`config.mk`:
```
export PLATFORM = sky130hd
export DESIGN_NAME = uart_transmitter_flat
export DESIGN_NICKNAME = d
export VERILOG_FILES = /design/src/rtl/uart_transmitter_if.sv /design/src/rtl/uart_transmitter.sv /design/src/flat_wrapper.sv
export SDC_FILE = /design/constraint.sdc
export NUM_CORES = 1
export LEC_CHECK = 0
export CAP_MARGIN = 20
export CORE_ASPECT_RATIO = 0.9
export CORE_UTILIZATION = 25
export DETAILED_ROUTE_END_ITERATION = 8
export PLACE_DENSITY = 0.49
export SYNTH_ARGS = -nofsm -noshare
export SYNTH_HDL_FRONTEND = slang
export SYNTH_SLANG_ARGS = --single-unit
```
`constraint.sdc`:
```
create_clock -name clk -period 3.8 [get_ports clk]
set_input_delay 1.14 -clock clk [delete_from_list [all_inputs] [get_ports clk]]
set_output_delay 1.14 -clock clk [all_outputs]
set_load 0.005 [all_outputs]
```
`src/rtl/uart_transmitter_if.sv`:
```
// ---------------------------------------------------------------------------
// uart_transmitter_if
//   Groups the host-side byte handshake and the serial line of
//   uart_transmitter into one bundle.
//
//   Signals
//     Tx_DATA      byte to send, sampled on the accept edge
//     baud_select  rate code (000=300 ... 111=115200 baud)
//     Tx_EN        transmitter enable
//     Tx_WR        one-cycle write strobe
//     TxD          serial line, idle high
//     Tx_BUSY      frame in progress
//     Tx_DONE      one-cycle pulse at the end of the stop bit
//     Tx_HOLD_FULL holding register occupied (UART_TX_DBLBUF_EN only)
//
//   Modports
//     master  host / bench side: drives data and controls, observes line
//     slave   transmitter side
//
//   Optional feature macro: UART_TX_DBLBUF_EN
// ---------------------------------------------------------------------------
interface uart_transmitter_if;
    logic [7:0] Tx_DATA;
    logic [2:0] baud_select;
    logic       Tx_EN;
    logic       Tx_WR;
    logic       TxD;
    logic       Tx_BUSY;
    logic       Tx_DONE;
`ifdef UART_TX_DBLBUF_EN
    logic       Tx_HOLD_FULL;

    modport master (
        output Tx_DATA, baud_select, Tx_EN, Tx_WR,
        input  TxD, Tx_BUSY, Tx_DONE, Tx_HOLD_FULL
    );
    modport slave (
        input  Tx_DATA, baud_select, Tx_EN, Tx_WR,
        output TxD, Tx_BUSY, Tx_DONE, Tx_HOLD_FULL
    );
`else
    modport master (
        output Tx_DATA, baud_select, Tx_EN, Tx_WR,
        input  TxD, Tx_BUSY, Tx_DONE
    );
    modport slave (
        input  Tx_DATA, baud_select, Tx_EN, Tx_WR,
        output TxD, Tx_BUSY, Tx_DONE
    );
`endif
endinterface

```
`src/rtl/uart_transmitter.sv`:
```
// ---------------------------------------------------------------------------
// uart_transmitter
//   Sends one byte per accepted write as an 8E1 frame on TxD:
//   start (0), 8 data bits LSB first, even parity, stop (1).
//   A private 16x baud tick generator times every bit; the line is
//   registered so it can feed a uart_receiver RxD directly.
//
//   Parameters
//     CLK_HZ      system clock frequency in Hz
//     OVERSAMPLE  baud ticks per bit (fixed at 16, matches the receiver)
//
//   Ports
//     clk    system clock, rising edge
//     reset  asynchronous, active-high
//     bus    uart_transmitter_if.slave (data, rate, enable, write,
//            TxD, Tx_BUSY, Tx_DONE [, Tx_HOLD_FULL])
//
//   Optional feature macro: UART_TX_DBLBUF_EN
//     Adds a one-byte holding register so a frame written while busy
//     follows the current one with no idle gap.
// ---------------------------------------------------------------------------
module uart_transmitter #(
    parameter int CLK_HZ     = 100_000_000,
    parameter int OVERSAMPLE = 16
) (
    input  logic               clk,
    input  logic               reset,
    uart_transmitter_if.slave  bus
);

    // Rounded tick divisor: clk cycles per 1/16 bit.
    function automatic int divisor(input int baud);
        return (CLK_HZ + 8 * baud) / (16 * baud);
    endfunction

    localparam int DIV_W = $clog2(divisor(300) + 1);

    typedef logic [DIV_W-1:0] div_t;

    // Terminal count (DIV-1) for each rate code; a pure constant mux.
    function automatic div_t div_m1_for(input logic [2:0] sel);
        case (sel)
            3'd0:    return div_t'(divisor(300)    - 1);
            3'd1:    return div_t'(divisor(1200)   - 1);
            3'd2:    return div_t'(divisor(4800)   - 1);
            3'd3:    return div_t'(divisor(9600)   - 1);
            3'd4:    return div_t'(divisor(19200)  - 1);
            3'd5:    return div_t'(divisor(38400)  - 1);
            3'd6:    return div_t'(divisor(57600)  - 1);
            default: return div_t'(divisor(115200) - 1);
        endcase
    endfunction

    localparam logic [3:0] SAMPLE_LAST = 4'(OVERSAMPLE - 1);

    typedef enum logic [2:0] {
        IDLE,
        START,
        DATA,
        PARITY,
        STOP
    } state_t;

    state_t     state_q, state_d;
    div_t       tick_cnt_q, tick_cnt_d;
    div_t       div_m1_q, div_m1_d;      // rate latched for the current frame
    logic [3:0] sample_cnt_q, sample_cnt_d;
    logic [2:0] bit_idx_q, bit_idx_d;
    logic [7:0] data_q, data_d;
    logic       txd_q, txd_d;
    logic       done_q, done_d;

    logic       tick;
    logic       bit_end;
    logic [2:0] bit_idx_nx;

`ifdef UART_TX_DBLBUF_EN
    logic [7:0] hold_q, hold_d;
    div_t       hold_div_m1_q, hold_div_m1_d;
    logic       hold_full_q, hold_full_d;
`endif

    assign tick       = (tick_cnt_q == div_m1_q);
    assign bit_end    = tick && (sample_cnt_q == SAMPLE_LAST);
    assign bit_idx_nx = bit_idx_q + 3'd1;

    always_comb begin
        // NOTE: every signal gets a default before any branch so that no
        // path leaves it unassigned; otherwise synthesis infers a latch.
        state_d      = state_q;
        tick_cnt_d   = tick_cnt_q;
        sample_cnt_d = sample_cnt_q;
        bit_idx_d    = bit_idx_q;
        data_d       = data_q;
        div_m1_d     = div_m1_q;
        txd_d        = txd_q;
        done_d       = 1'b0;
`ifdef UART_TX_DBLBUF_EN
        hold_d        = hold_q;
        hold_div_m1_d = hold_div_m1_q;
        hold_full_d   = hold_full_q;
`endif

        if (!bus.Tx_EN) begin
            // Disable aborts immediately: line idles, nothing is kept.
            state_d      = IDLE;
            tick_cnt_d   = '0;
            sample_cnt_d = '0;
            bit_idx_d    = '0;
            txd_d        = 1'b1;
`ifdef UART_TX_DBLBUF_EN
            hold_full_d  = 1'b0;
`endif
        end else begin
            case (state_q)
                IDLE: begin
                    if (bus.Tx_WR) begin
                        state_d      = START;
                        data_d       = bus.Tx_DATA;
                        div_m1_d     = div_m1_for(bus.baud_select);
                        tick_cnt_d   = '0;
                        sample_cnt_d = '0;
                        bit_idx_d    = '0;
                        txd_d        = 1'b0;
                    end
                end

                default: begin
                    if (tick) begin
                        tick_cnt_d   = '0;
                        sample_cnt_d = sample_cnt_q + 4'd1;  // wraps to 0 at bit end
                    end else begin
                        tick_cnt_d   = tick_cnt_q + div_t'(1);
                    end

                    if (bit_end) begin
                        case (state_q)
                            START: begin
                                state_d   = DATA;
                                bit_idx_d = '0;
                                txd_d     = data_q[0];
                            end
                            DATA: begin
                                if (bit_idx_q == 3'd7) begin
                                    state_d = PARITY;
                                    txd_d   = ^data_q;
                                end else begin
                                    bit_idx_d = bit_idx_nx;
                                    txd_d     = data_q[bit_idx_nx];
                                end
                            end
                            PARITY: begin
                                state_d = STOP;
                                txd_d   = 1'b1;
                            end
                            default: begin  // STOP
                                done_d = 1'b1;
`ifdef UART_TX_DBLBUF_EN
                                if (hold_full_q) begin
                                    // Back-to-back: START begins on this edge.
                                    state_d      = START;
                                    data_d       = hold_q;
                                    div_m1_d     = hold_div_m1_q;
                                    tick_cnt_d   = '0;
                                    sample_cnt_d = '0;
                                    bit_idx_d    = '0;
                                    txd_d        = 1'b0;
                                    hold_full_d  = 1'b0;
                                end else begin
                                    state_d = IDLE;
                                    txd_d   = 1'b1;
                                end
`else
                                state_d = IDLE;
                                txd_d   = 1'b1;
`endif
                            end
                        endcase
                    end
                end
            endcase

`ifdef UART_TX_DBLBUF_EN
            // While busy an empty holder takes the write; a full one drops it.
            // A holder consumed on this edge was full, so it is not refilled.
            if (bus.Tx_WR && (state_q != IDLE) && !hold_full_q) begin
                hold_d        = bus.Tx_DATA;
                hold_div_m1_d = div_m1_for(bus.baud_select);
                hold_full_d   = 1'b1;
            end
`endif
        end
    end

    // NOTE: sequential state uses non-blocking assignments only, so every
    // register samples the values of the previous cycle regardless of order.
    always_ff @(posedge clk or posedge reset) begin
        if (reset) begin
            state_q      <= IDLE;
            tick_cnt_q   <= '0;
            div_m1_q     <= '0;
            sample_cnt_q <= '0;
            bit_idx_q    <= '0;
            data_q       <= '0;
            txd_q        <= 1'b1;
            done_q       <= 1'b0;
`ifdef UART_TX_DBLBUF_EN
            hold_q        <= '0;
            hold_div_m1_q <= '0;
            hold_full_q   <= 1'b0;
`endif
        end else begin
            state_q      <= state_d;
            tick_cnt_q   <= tick_cnt_d;
            div_m1_q     <= div_m1_d;
            sample_cnt_q <= sample_cnt_d;
            bit_idx_q    <= bit_idx_d;
            data_q       <= data_d;
            txd_q        <= txd_d;
            done_q       <= done_d;
`ifdef UART_TX_DBLBUF_EN
            hold_q        <= hold_d;
            hold_div_m1_q <= hold_div_m1_d;
            hold_full_q   <= hold_full_d;
`endif
        end
    end

    assign bus.TxD     = txd_q;
    assign bus.Tx_BUSY = (state_q != IDLE);
    assign bus.Tx_DONE = done_q;
`ifdef UART_TX_DBLBUF_EN
    assign bus.Tx_HOLD_FULL = hold_full_q;
`endif

endmodule

```
`src/flat_wrapper.sv`:
```
// flat-port wrapper written by rule: the top's interface ports become plain ports
module uart_transmitter_flat 
#(
    parameter int CLK_HZ     = 100_000_000,
    parameter int OVERSAMPLE = 16
)
  (clk, reset, bus_Tx_DATA, bus_baud_select, bus_Tx_EN, bus_Tx_WR, bus_TxD, bus_Tx_BUSY, bus_Tx_DONE);
  uart_transmitter_if bus_i ();
  input  logic clk;
  input  logic reset;
  input wire logic [$bits(bus_i.Tx_DATA)-1:0] bus_Tx_DATA;
  input wire logic [$bits(bus_i.baud_select)-1:0] bus_baud_select;
  input wire logic [$bits(bus_i.Tx_EN)-1:0] bus_Tx_EN;
  input wire logic [$bits(bus_i.Tx_WR)-1:0] bus_Tx_WR;
  output wire logic [$bits(bus_i.TxD)-1:0] bus_TxD;
  output wire logic [$bits(bus_i.Tx_BUSY)-1:0] bus_Tx_BUSY;
  output wire logic [$bits(bus_i.Tx_DONE)-1:0] bus_Tx_DONE;
  assign bus_i.Tx_DATA = bus_Tx_DATA;
  assign bus_i.baud_select = bus_baud_select;
  assign bus_i.Tx_EN = bus_Tx_EN;
  assign bus_i.Tx_WR = bus_Tx_WR;
  assign bus_TxD = bus_i.TxD;
  assign bus_Tx_BUSY = bus_i.Tx_BUSY;
  assign bus_Tx_DONE = bus_i.Tx_DONE;
  uart_transmitter #(.CLK_HZ(CLK_HZ), .OVERSAMPLE(OVERSAMPLE)) u_core (.clk(clk), .reset(reset), .bus(bus_i));
endmodule
```
==> metrics.md <==
| Metric | Value |
|---|---|
| ANT cells | 0 |
| Clock skew | slightly above 0.007 ns |
| Critical path, cell by cell | xor2_1 > or4_1 > or4_4 > or3_1 > a21oi_4 > mux2_1 |
| Setup TNS | 0 ns |
| Largest net degree at the start of global routing | 35 |
| Max VDD drop | a little over 300 uV |
| Static leakage | approximately 1.3 nW |
| Wire per inst | around 12 um |
| Post-synthesis sequential area ratio | 45.8% |
| Post-CTS Setup Inserts | 0 |
| Cts hold-fix bufs | 0 |
| Asr flop ratio synth | between 90% and 100% |
| Critical path's slowest cell | or4_4 |
| H-tree level count | 2 |
| Vias per cell | about 4.5 |
| GPL Wtd Cong | 0.737 |
| Power Dens Cells | between 600 and 700 nW/um2 |
| Synth area leaders | dfrtp_1, xnor2_1, mux2_2, nand2_1, xor2_1 |
| Layout cells sized above 1 | under 10% |
| Port Buf Inserts | 17 |
| Tcrit/Tclk final | between 70 and 80% |
| Clock latency on the worst-skew pair | 0.29 ns |
| IO Count | 18 |
| Crit. End Element | flip-flop |
| Die area | ~11000 um2 |
| Synthesized cell area | 2620 um2 |
| Worst Path Arrival | around 3.2 ns |
| Synthesis Warnings | 0 |
| Area Growth Syn to Fin | 19.5% |
| Final Setup Violations | 0 |
| Number of detailed-routing iterations run before antenna repair | 4 |
| Initial antenna violation count | 0 |
| Core area | a little over 10000 um2 |
| HP Class | reg -> reg |
| DR iter-0 viols | between 70 and 80 |
| Vias in the first global route | between 1500 and 2000 |
| Hpwl dp | ~3800 um |
| Syn Nets | 289 |
| EDFF count, synth | 0 |
| Die height | between 90 and 100 um |
| Worst EP required | around 4.0 ns |
| Post-layout nets | 302 |
| Endpoints failing hold | 0 |
| Syn Area/Cell | between 9 and 10 um2 |
| Max_cap viols | 0 |
| Die width | about 110 um |
| Top post-synthesis cells by count | dfrtp_1, nand2_1, nor2_1, xnor2_1, o21ai_0 |
| Most frequent cell after synthesis | dfrtp_1 |
| Distinct cell type count after synthesis | 44 |
| Crit path max fanout | 15 |
| Post-synth top area cell | dfrtp_1 |
| Gr usage total | 10.7% |
| CTS tree | done |
| Slew Limit Fails | 0 |
| Final std cells w/o fill | approximately 410 |
| Crit start category | flip-flop |
| Seq cells post-synth | 48 |
| Rows | 35 |
| Fmax | 336 MHz |
| Clock buffer count from CTS | 5 |
| Fin crit period | ~3.0 ns |
| Clock transition at the registers of the reported paths | ~0.070 ns |
| Post-Synthesis Cells | 270 |
| Total Power | ~1.9 mW |
| DRC errors left | 0 |
| Worst Tran Pin Value | roughly 0.5 ns |
| Grt ovf | 0 |
| Top-area cell type share of the netlist area | roughly 45% |
| DR vias | about 1900 |
| Slew margin rel. | between 60% and 70% |
| Crit Path Category | reg -> reg |
| Cts repair resizes | 0 |
| Initial Utilization | between 20% and 30% |
| Clock Path Buffers | 2 |
| CP top delay family | simple AND/OR/NAND/NOR gates |
| Root Driver | clkbuf_16 |
| Status | completed |
| RSZ-0062 raised after global routing | false |
| Final WL | between 5000 and 6000 um |
| ANT nets after route | 0 |
| Clk sinks | 48 |
| Critical path's largest stage delay | slightly below 0.6 ns |
| CP Buf/Inv Count | 0 |
| First-pass GRT wire length | 9060 um |
| Post-Place Cells | 405 |
| Top_reg_cell synth | dfrtp_1 |
-- per-stage QoR --
step / hold WS [ns] / worst slack (ns) / cell area (um2) / util [%]
2_1_floorplan: 0.449 / 1.04 / 2620 / -
3_3_place_gp: 0.465 / 0.793 / 2920 / 28.6
3_5_place_dp: 0.472 / 0.766 / 2920 / 28.6
4_1_cts: 0.487 / 0.799 / 3140 / 30.7
5_1_grt: 0.495 / 0.696 / 3140 / 30.7
6_report: 0.479 / 0.822 / 3140 / 30.7
-- flip-flops by register name, indices dropped and copies added (netlist names) --
name                 cells
u_core.data_q            8
u_core.tick_cnt_q       15
u_core.bus.Tx_DONE       1
u_core.bit_idx_q         3
u_core.state_q           3
u_core.sample_cnt_q      4
u_core.div_m1_q         13
u_core.bus.TxD           1
-- power breakdown --
part	leakage, nW	internal, mW	switching [mW]
logic	0.607	0.280	0.274
registers	0.631	0.628	0.112
clock network	0.104	0.444	0.195
total	1.34	1.35	0.581
-- metal layers --
metal  up-vias  wire length (um)  GRT usage [%]  share of wire [%]
met5         -                 0              0                  0
met4         0                82           3.69                1.6
met3         7               118           1.97                2.3
met2        27              2190           15.4                 43
met1       865              2720           15.9                 53
li1        954                 -              -                  -
-- worst register-to-register path, cell delays in order (launching register included) --
cell	delay, ns
dfrtp_1	0.41
xor2_1	0.14
or4_1	0.46
or4_4	0.58
or3_1	0.50
a21oi_4	0.42
mux2_1	0.36
-- placed cells by master, fill, tap and decap left out, drive strengths merged, types with 3 or more instances in the layout --
| master | n |
|---|---|
| dfrtp | 47 |
| o21ai | 14 |
| nand3 | 7 |
| nor2b | 8 |
| a21o | 3 |
| bufinv | 3 |
| xnor2 | 20 |
| nor2 | 25 |
| nor3 | 3 |
| a21oi | 7 |
| xor2 | 12 |
| nor4 | 3 |
| or4 | 3 |
| and3 | 8 |
| inv | 13 |
| mux2i | 5 |
| clkdlybuf4s50 | 17 |
| nand2b | 4 |
| nand4 | 5 |
| ha | 4 |
| nand2 | 28 |
| clkbuf | 5 |
| mux2 | 14 |
-- cell families after synthesis --
kind of cell / Yosys count / share of synthesized area (%)
xor gates and xnor gates: 32 / 10.7
and+or+nand+nor: 101 / 19.2
muxes: 19 / 7.92
AOI/OAI and AO/OA: 40 / 10.7
buffers and inverters: 26 / 3.77
DFF: 48 / 45.8
adders and majority gates: 4 / 1.91
-- cell type report --
type                    instances  area [um2]
clock inverters                 3        90.1
multi-input cells             196        1320
flip-flops and latches         48        1200
clock buffers                   5         125
fillers                      1066        7070
inverters                      13        48.8
repair buffers                 19         185
well taps                     129         161
-- final timing paths --
| path | depth (start not counted) | slack (ns) | endpoint | start |
|---|---|---|---|---|
| setup / recovery | 6 | 0.82 | u_core.sample_cnt_q[0] | u_core.tick_cnt_q[7] |
| min in group asynchronous | 2 | 1.12 | u_core.data_q[5] | reset |
| hold / removal | 2 | 0.48 | u_core.div_m1_q[9] | u_core.div_m1_q[9] |
| max in group asynchronous | 3 | 1.91 | u_core.bus.TxD | reset |
| hold reg to reg | 2 | 0.48 | u_core.div_m1_q[9] | u_core.div_m1_q[9] |
| setup reg to reg | 6 | 0.82 | u_core.sample_cnt_q[0] | u_core.tick_cnt_q[7] |
Power figures use the tool's default switching activity.
